## config.mk

```make
export PLATFORM = sky130hd
export DESIGN_NAME = cp0_unit_flat
export DESIGN_NICKNAME = d
export VERILOG_FILES = /design/src/rtl/cp0_unit_if.sv /design/src/rtl/cp0_unit.sv /design/src/flat_wrapper.sv
export SDC_FILE = /design/constraint.sdc
export NUM_CORES = 1
export LEC_CHECK = 0
export BUFFER_PORTS_ARGS = -buffer_cell sky130_fd_sc_hd__buf_2
export CAP_MARGIN = 20
export CORE_ASPECT_RATIO = 1.1
export CORE_UTILIZATION = 35
export DETAILED_ROUTE_END_ITERATION = 12
export PLACE_DENSITY = 0.67
export SLEW_MARGIN = 20
export SYNTH_ARGS = -nofsm -noshare
export SYNTH_HDL_FRONTEND = slang
export SYNTH_SLANG_ARGS = --single-unit
export TNS_END_PERCENT = 10
```

## constraint.sdc

```tcl
create_clock -name clk -period 2.95 [get_ports clk]
set_clock_uncertainty 0.2 [all_clocks]
set_input_delay 0.59 -clock clk [delete_from_list [all_inputs] [get_ports clk]]
set_output_delay 0.59 -clock clk [all_outputs]
set_load 0.05 [all_outputs]
```

## src/rtl/cp0_unit_if.sv

```systemverilog
// M-stage <-> CP0 bus: mtc0/mfc0 access, exception inputs and flush/redirect outputs.
// The master modport is the pipeline side; the slave modport is the coprocessor.
interface cp0_unit_if;
  logic        en;
  logic [4:0]  CP0Add;
  logic [31:0] CP0In;
  logic [31:0] VPC;
  logic        BDIn;
  logic [4:0]  ExcCodeIn;
  logic [5:0]  HWInt;
  logic        EXLClr;
  logic [31:0] CP0Out;
  logic [31:0] EPCOut;
  logic        Req;

  modport master (
    output en, CP0Add, CP0In, VPC, BDIn, ExcCodeIn, HWInt, EXLClr,
    input  CP0Out, EPCOut, Req
  );

  modport slave (
    input  en, CP0Add, CP0In, VPC, BDIn, ExcCodeIn, HWInt, EXLClr,
    output CP0Out, EPCOut, Req
  );
endinterface

```

## src/rtl/cp0_unit.sv

```systemverilog
// Coprocessor 0 holding SR, Cause and EPC, with interrupt/exception entry and eret.
// Req is combinational so the pipeline can flush in the same cycle as the cause.
module cp0_unit (
  input  logic         clk,
  input  logic         reset,
  cp0_unit_if.slave    bus
);
  localparam logic [4:0] IDX_SR    = 5'd12;
  localparam logic [4:0] IDX_CAUSE = 5'd13;
  localparam logic [4:0] IDX_EPC   = 5'd14;

  logic [5:0]  sr_im_reg;
  logic        sr_exl_reg;
  logic        sr_ie_reg;
  logic        cause_bd_reg;
  logic [5:0]  cause_ip_reg;
  logic [4:0]  cause_exc_reg;
  logic [31:0] epc_reg;

  logic        int_req;
  logic        exc_req;
  logic        req;
  logic [31:0] epc_next;
  logic [31:0] sr_val;
  logic [31:0] cause_val;
  logic [31:0] rd_data;

  assign sr_val    = {16'd0, sr_im_reg, 8'd0, sr_exl_reg, sr_ie_reg};
  assign cause_val = {cause_bd_reg, 15'd0, cause_ip_reg, 3'd0, cause_exc_reg, 2'd0};

  assign int_req  = (|(bus.HWInt & sr_im_reg)) & sr_ie_reg & ~sr_exl_reg;
  assign exc_req  = (bus.ExcCodeIn != 5'd0) & ~sr_exl_reg;
  assign req      = int_req | exc_req;

  // Delay-slot victims restart at the branch, one word earlier.
  assign epc_next = (bus.BDIn ? (bus.VPC - 32'd4) : bus.VPC) & 32'hFFFF_FFFC;

  always_comb begin
    rd_data = 32'd0;
    case (bus.CP0Add)
      IDX_SR:    rd_data = sr_val;
      IDX_CAUSE: rd_data = cause_val;
      IDX_EPC:   rd_data = epc_reg;
      default:   rd_data = 32'd0;
    endcase
  end

  assign bus.CP0Out = rd_data;
  assign bus.EPCOut = epc_reg;
  assign bus.Req    = req;

  always_ff @(posedge clk) begin
    if (reset) begin
      sr_im_reg     <= 6'd0;
      sr_exl_reg    <= 1'b0;
      sr_ie_reg     <= 1'b0;
      cause_bd_reg  <= 1'b0;
      cause_ip_reg  <= 6'd0;
      cause_exc_reg <= 5'd0;
      epc_reg       <= 32'd0;
    end else begin
      cause_ip_reg <= bus.HWInt;
      if (req) begin
        sr_exl_reg    <= 1'b1;
        cause_bd_reg  <= bus.BDIn;
        cause_exc_reg <= int_req ? 5'd0 : bus.ExcCodeIn;
        epc_reg       <= epc_next;
      end else begin
        if (bus.en && bus.CP0Add == IDX_SR) begin
          sr_im_reg  <= bus.CP0In[15:10];
          sr_exl_reg <= bus.CP0In[1];
          sr_ie_reg  <= bus.CP0In[0];
        end
        if (bus.en && bus.CP0Add == IDX_EPC) begin
          epc_reg <= bus.CP0In & 32'hFFFF_FFFC;
        end
        // eret overrides an mtc0 to SR on the EXL bit only.
        if (bus.EXLClr) begin
          sr_exl_reg <= 1'b0;
        end
      end
    end
  end
endmodule

```

## src/flat_wrapper.sv

```systemverilog
// flat-port wrapper written by rule: the top's interface ports become plain ports
module cp0_unit_flat 
  (clk, reset, bus_en, bus_CP0Add, bus_CP0In, bus_VPC, bus_BDIn, bus_ExcCodeIn, bus_HWInt, bus_EXLClr, bus_CP0Out, bus_EPCOut, bus_Req);
  cp0_unit_if bus_i ();
  input  logic clk;
  input  logic reset;
  input wire logic [$bits(bus_i.en)-1:0] bus_en;
  input wire logic [$bits(bus_i.CP0Add)-1:0] bus_CP0Add;
  input wire logic [$bits(bus_i.CP0In)-1:0] bus_CP0In;
  input wire logic [$bits(bus_i.VPC)-1:0] bus_VPC;
  input wire logic [$bits(bus_i.BDIn)-1:0] bus_BDIn;
  input wire logic [$bits(bus_i.ExcCodeIn)-1:0] bus_ExcCodeIn;
  input wire logic [$bits(bus_i.HWInt)-1:0] bus_HWInt;
  input wire logic [$bits(bus_i.EXLClr)-1:0] bus_EXLClr;
  output wire logic [$bits(bus_i.CP0Out)-1:0] bus_CP0Out;
  output wire logic [$bits(bus_i.EPCOut)-1:0] bus_EPCOut;
  output wire logic [$bits(bus_i.Req)-1:0] bus_Req;
  assign bus_i.en = bus_en;
  assign bus_i.CP0Add = bus_CP0Add;
  assign bus_i.CP0In = bus_CP0In;
  assign bus_i.VPC = bus_VPC;
  assign bus_i.BDIn = bus_BDIn;
  assign bus_i.ExcCodeIn = bus_ExcCodeIn;
  assign bus_i.HWInt = bus_HWInt;
  assign bus_i.EXLClr = bus_EXLClr;
  assign bus_CP0Out = bus_i.CP0Out;
  assign bus_EPCOut = bus_i.EPCOut;
  assign bus_Req = bus_i.Req;
  cp0_unit u_core (.clk(clk), .reset(reset), .bus(bus_i));
endmodule
```

# Word level (Yosys, flattened, before mapping)
# Cells that the tools add are included.
# W data, S select, Z words.
totals:
  regBits: 50
  inputBits: 85
  word_cells: 33
classes:
  add_sub_neg: 1
  n_eq_ne: 3
  muxes: 8
  bitwise: 7
  reduce_logical: 7
op_table:
  columns: ["cell", "n"]
  rows:
  - ["$mux W32", 3]
  - ["$pmux W32 S3", 1]
  - ["$sub A32 B3 Y32 const B", 1]
  - ["$eq A5 B4 Y1 const B", 3]
  - ["$and A6 B6 Y6", 1]
  - ["$reduce_or A6 Y1", 1]
  - ["$mux W5", 1]
  - ["$reduce_bool A5 Y1", 1]
  - ["$and A1 B1 Y1", 3]
  - ["$mux W1", 3]
  - ["$reduce_bool A3 Y1", 1]
  - ["$logic_and A1 B1 Y1", 2]
  - ["$not A1 Y1", 2]
  - ["$reduce_and A2 Y1", 1]
  - ["$reduce_bool A2 Y1", 1]
  - ["$or A1 B1 Y1", 1]

# Longest topological paths before layout
depth:
  depth_word: 7
  ltp_mapped: 7
  mapped_depth_nobuf: 6

# Worst setup path after synthesis
# No wires, ideal clock.
synth_path:
  kind: "input to output"
  startpoint: "input bus_CP0Add[4]"
  endpoint: "output bus_CP0Out[0]"
  t_arrival_ps: 2614
  slack_ps: -454
  path_stages: 5
  n_path_buf: 2
  cell_sequence: "and3b_1 clkbuf_1 clkbuf_1 nand2b_1 nor3b_1"
synth_via:
  elab_chain_cells: 2
  word_cells_on_any_way: 4
  cone_classes: "3 x eq/ne; 1 x mux"
synth_rtl:
  columns: ["item", "line_no", "text"]
  rows:
  - ["from (decl)", "flat_wrapper.sv:8", "input wire logic [$bits(bus_i.CP0Add)-1:0] bus_CP0Add;"]
  - ["$eq A5 B4 Y1", "cp0_unit.sv:40", "case (bus.CP0Add)"]
  - ["$pmux W32 S3 *", "cp0_unit.sv:40", null]
  - ["to (decl)", "flat_wrapper.sv:15", "output wire logic [$bits(bus_i.CP0Out)-1:0] bus_CP0Out;"]
# Mark *: on every way between the ends. The rest lies on a longest branch, timed or not.

# Worst setup path in the final report
layout_path:
  startpoint: "input bus_CP0Add[1]"
  endpoint: "output bus_CP0Out[31]"
# The elaborated chain is that of the path after synthesis.

==> metrics.csv <==
metric,value,unit
switching power,660,µW
CP dominant cell by count,buf_2,
hold endpoint,u_core.sr_im_reg[3],
#FFs+latches synth,50,
CTS tree,built,
class of the worst hold path,flip-flop to flip-flop,
clock sinks,50,
combinational share of power,31.4,%
max-cap viol count,0,
Setup CP Type,input pin to output port,
Rel. slew slack,38.5,%
area grow syn2layout,24.8,%
Final period util,94.1,%
first-pass GRT wire length,18900,µm
Non-Filler Instances,731,
cts bufs inserted,5,
final setup fails,0,
share of layout cells above drive strength 1,32.5,%
initial antenna violation count,2,
vias in the first global route,3699,
Worst path slowest cell,nor4bb_1,
Post-Synth Adder-Cell Area,0.342,%
pins over their slew limit,0,
final antenna-violating net count,0,
IO Pins,150,
WHS Path Cells,2,
Synth area leader,dfxtp_1,
WL/cell,16.8,µm
FF-to-FF Start,u_core.sr_im_reg[0],
Worst path max stage delay,370,ps
DR vias/cell,5.72,
WP buf/inv,3,
Final Util,45.6,%
Fin. Hold Viols,0,
Post-synth EDFFs,0,
sw frac,37.3,%
largest family of logic cells by synthesized area,simple AND/OR/NAND/NOR gates,
TritonRoute pass-1 iters,5,
CTS Buffer Depth,2,
dpl ws,201,ps
Max VDD drop,215,µV
Post-Syn Area,3660,µm²
Routed WL,12300,µm
Worst Reg-to-Reg Cells,5,
Largest register FFs,30,
minimum clock period,2780,ps
Worst-path clk slew,100,ps
# Post-CTS Setup Buffers,0,
initial drt markers,545,
"Avg Cell Area, Syn",7.88,µm²
area share of the largest cell type after synthesis,27.3,%
proportion of synthesized area in mux cells,3.55,%
Worst setup SP type,input pin,
crit path max fanout,6,
"Clk Latency, worst-skew pair",300,ps
ys flop type,dfxtp_1,
fmax,360,MHz
pwr dens,387,nW/µm²
leakage power,1.87,nW
warnings from Yosys,0,
H-Tree Depth,2,
largest net degree at the start of global routing,39,
Post-synth top cells,"dfxtp_1 (50), a31oi_1 (40), clkbuf_1 (38)",
row count,38,
hold_buf cts,0,
Port Buffer Count,145,
core footprint,10000,µm²
CP endpoint kind,output port,
Worst Hold Launch,u_core.sr_im_reg[3],
R2R setup slack,690,ps
run status,finished clean,
GRT overflow,0,
fillers,1039,
RSZ-0062 raised after global routing,false,
Cell Int Power,1.11,mW
"Cell Chain, Critical Path","buf_2, nor4bb_1, buf_4, and2_1, a22o_1, buf_2",
Final HPWL DP,9590,µm
placed cell count,720,
Top delay family on crit path,simple AND/OR/NAND/NOR gates,
Nets,673,
Worst-Margin Slew,921,ps
Seq pwr share,43.1,%
reg2reg end,u_core.sr_im_reg[4],
post-synthesis simple-gate area fraction,32.8,%
CP arrival,1990,ps
drt drc,0,
Die W,99.6,µm
Tot GR Track Use,22.3,%
Post-Syn Instances,465,
Clk pwr share,25.5,%
Initial Util,36.5,%
root buf cell,clkbuf_8,
routability cong.,0.918,
Final Power,1.77,mW
Die Span Y,109,µm
top post-synthesis cells by area,"dfxtp_1 (27%), a31oi_1 (6.8%), and4_1 (5.7%), clkbuf_1 (3.9%), o41ai_1 (3.8%)",
via count,4183,
post-synthesis sequential area ratio,27.3,%
"Data required, critical path",2160,ps
setup ws final,173,ps
post-synthesis compound-gate area fraction,23.7,%
Die ar.,10900,µm²
"count leader, synth",dfxtp_1,
asr flop ratio synth,0,%
Synth cell types,59,
xor/xnor cell area share of the yosys netlist,2.39,%
CTS resizes,0,
-- layout by cell type (no fill, tap or decap), types with 16 or more instances in the layout --
| cell type | n |
|---|---|
| buf_2 | 145 |
| dfxtp_1 | 50 |
| a31oi_1 | 40 |
| nand2_1 | 32 |
| inv_1 | 29 |
| nor3_1 | 26 |
| and4_1 | 24 |
| nor4_1 | 17 |
| buf_4 | 17 |
| nand3_1 | 16 |
| o41ai_1 | 16 |
-- layer usage --
layer	vias to the layer above	track usage [%]	share of wire, %
li1	2042	-	-
met1	1925	30.4	45
met2	194	36.1	46
met3	22	2.29	5.5
met4	0	9.03	3.0
met5	-	0	0
-- worst max path at each step --
stage               cells after the start           from             end  slack [ps]
floorplan                               5  bus_CP0Add[4]  bus_CP0Out[10]        -420
global placement                        6  bus_CP0Add[1]  bus_CP0Out[31]         210
detailed placement                      6  bus_CP0Add[1]  bus_CP0Out[31]         200
CTS                                     6  bus_CP0Add[1]  bus_CP0Out[31]         180
global route                            6  bus_CP0Add[1]  bus_CP0Out[31]          90
finish                                  6  bus_CP0Add[1]  bus_CP0Out[31]         170
-- final cells by class --
class,instances,area (µm²),area share (%)
Clock buffer,7,96.3,2.11
Inverter,30,113,2.46
Sequential cell,50,1000,21.9
Clock inverter,1,8.76,0.192
Timing Repair Buffer,162,853,18.7
Multi-Input combinational cell,338,2320,50.7
Antenna cell,3,7.51,0.164
Tap cell,140,175,3.83
-- cells by family (layout without fill, tap and decap cells) --
| logic type | Yosys count | in the layout |
|---|---|---|
| and+or+nand+nor | 189 | 189 |
| AOI/OAI and AO/OA | 123 | 123 |
| buffers and inverters | 78 | 200 |
| DFF | 50 | 50 |
| muxes | 13 | 13 |
| xor gates and xnor gates | 10 | 10 |
| adders and majority gates | 1 | 1 |
| other | 1 | 5 |
-- worst min-delay path: stages, from the launching register on --
cell     delay [ps]
dfxtp_1         340
nand2_1          60
mux2i_1          50
-- power groups by stage --
stage | Combinational (mW) | Clock (mW) | Sequential, mW
final | 0.556 | 0.451 | 0.763
after global routing | 0.597 | 0.485 | 0.768
after CTS | 0.553 | 0.463 | 0.762
after detailed placement | 0.550 | 0 | 0.778
after global placement | 0.545 | 0 | 0.776
after floorplan | 0.245 | 0 | 0.902
-- through the flow --
stage / TNS, ps / instance area (µm²) / hold WS, ps
after detailed placement: 0 / 4460 / 274
after CTS: 0 / 4560 / 288
final: 0 / 4570 / 287
after floorplan: -3160 / 3670 / 247
after global routing: 0 / 4570 / 317
after global placement: 0 / 4460 / 263
Note: power is estimated with default switching activity, not from simulation.
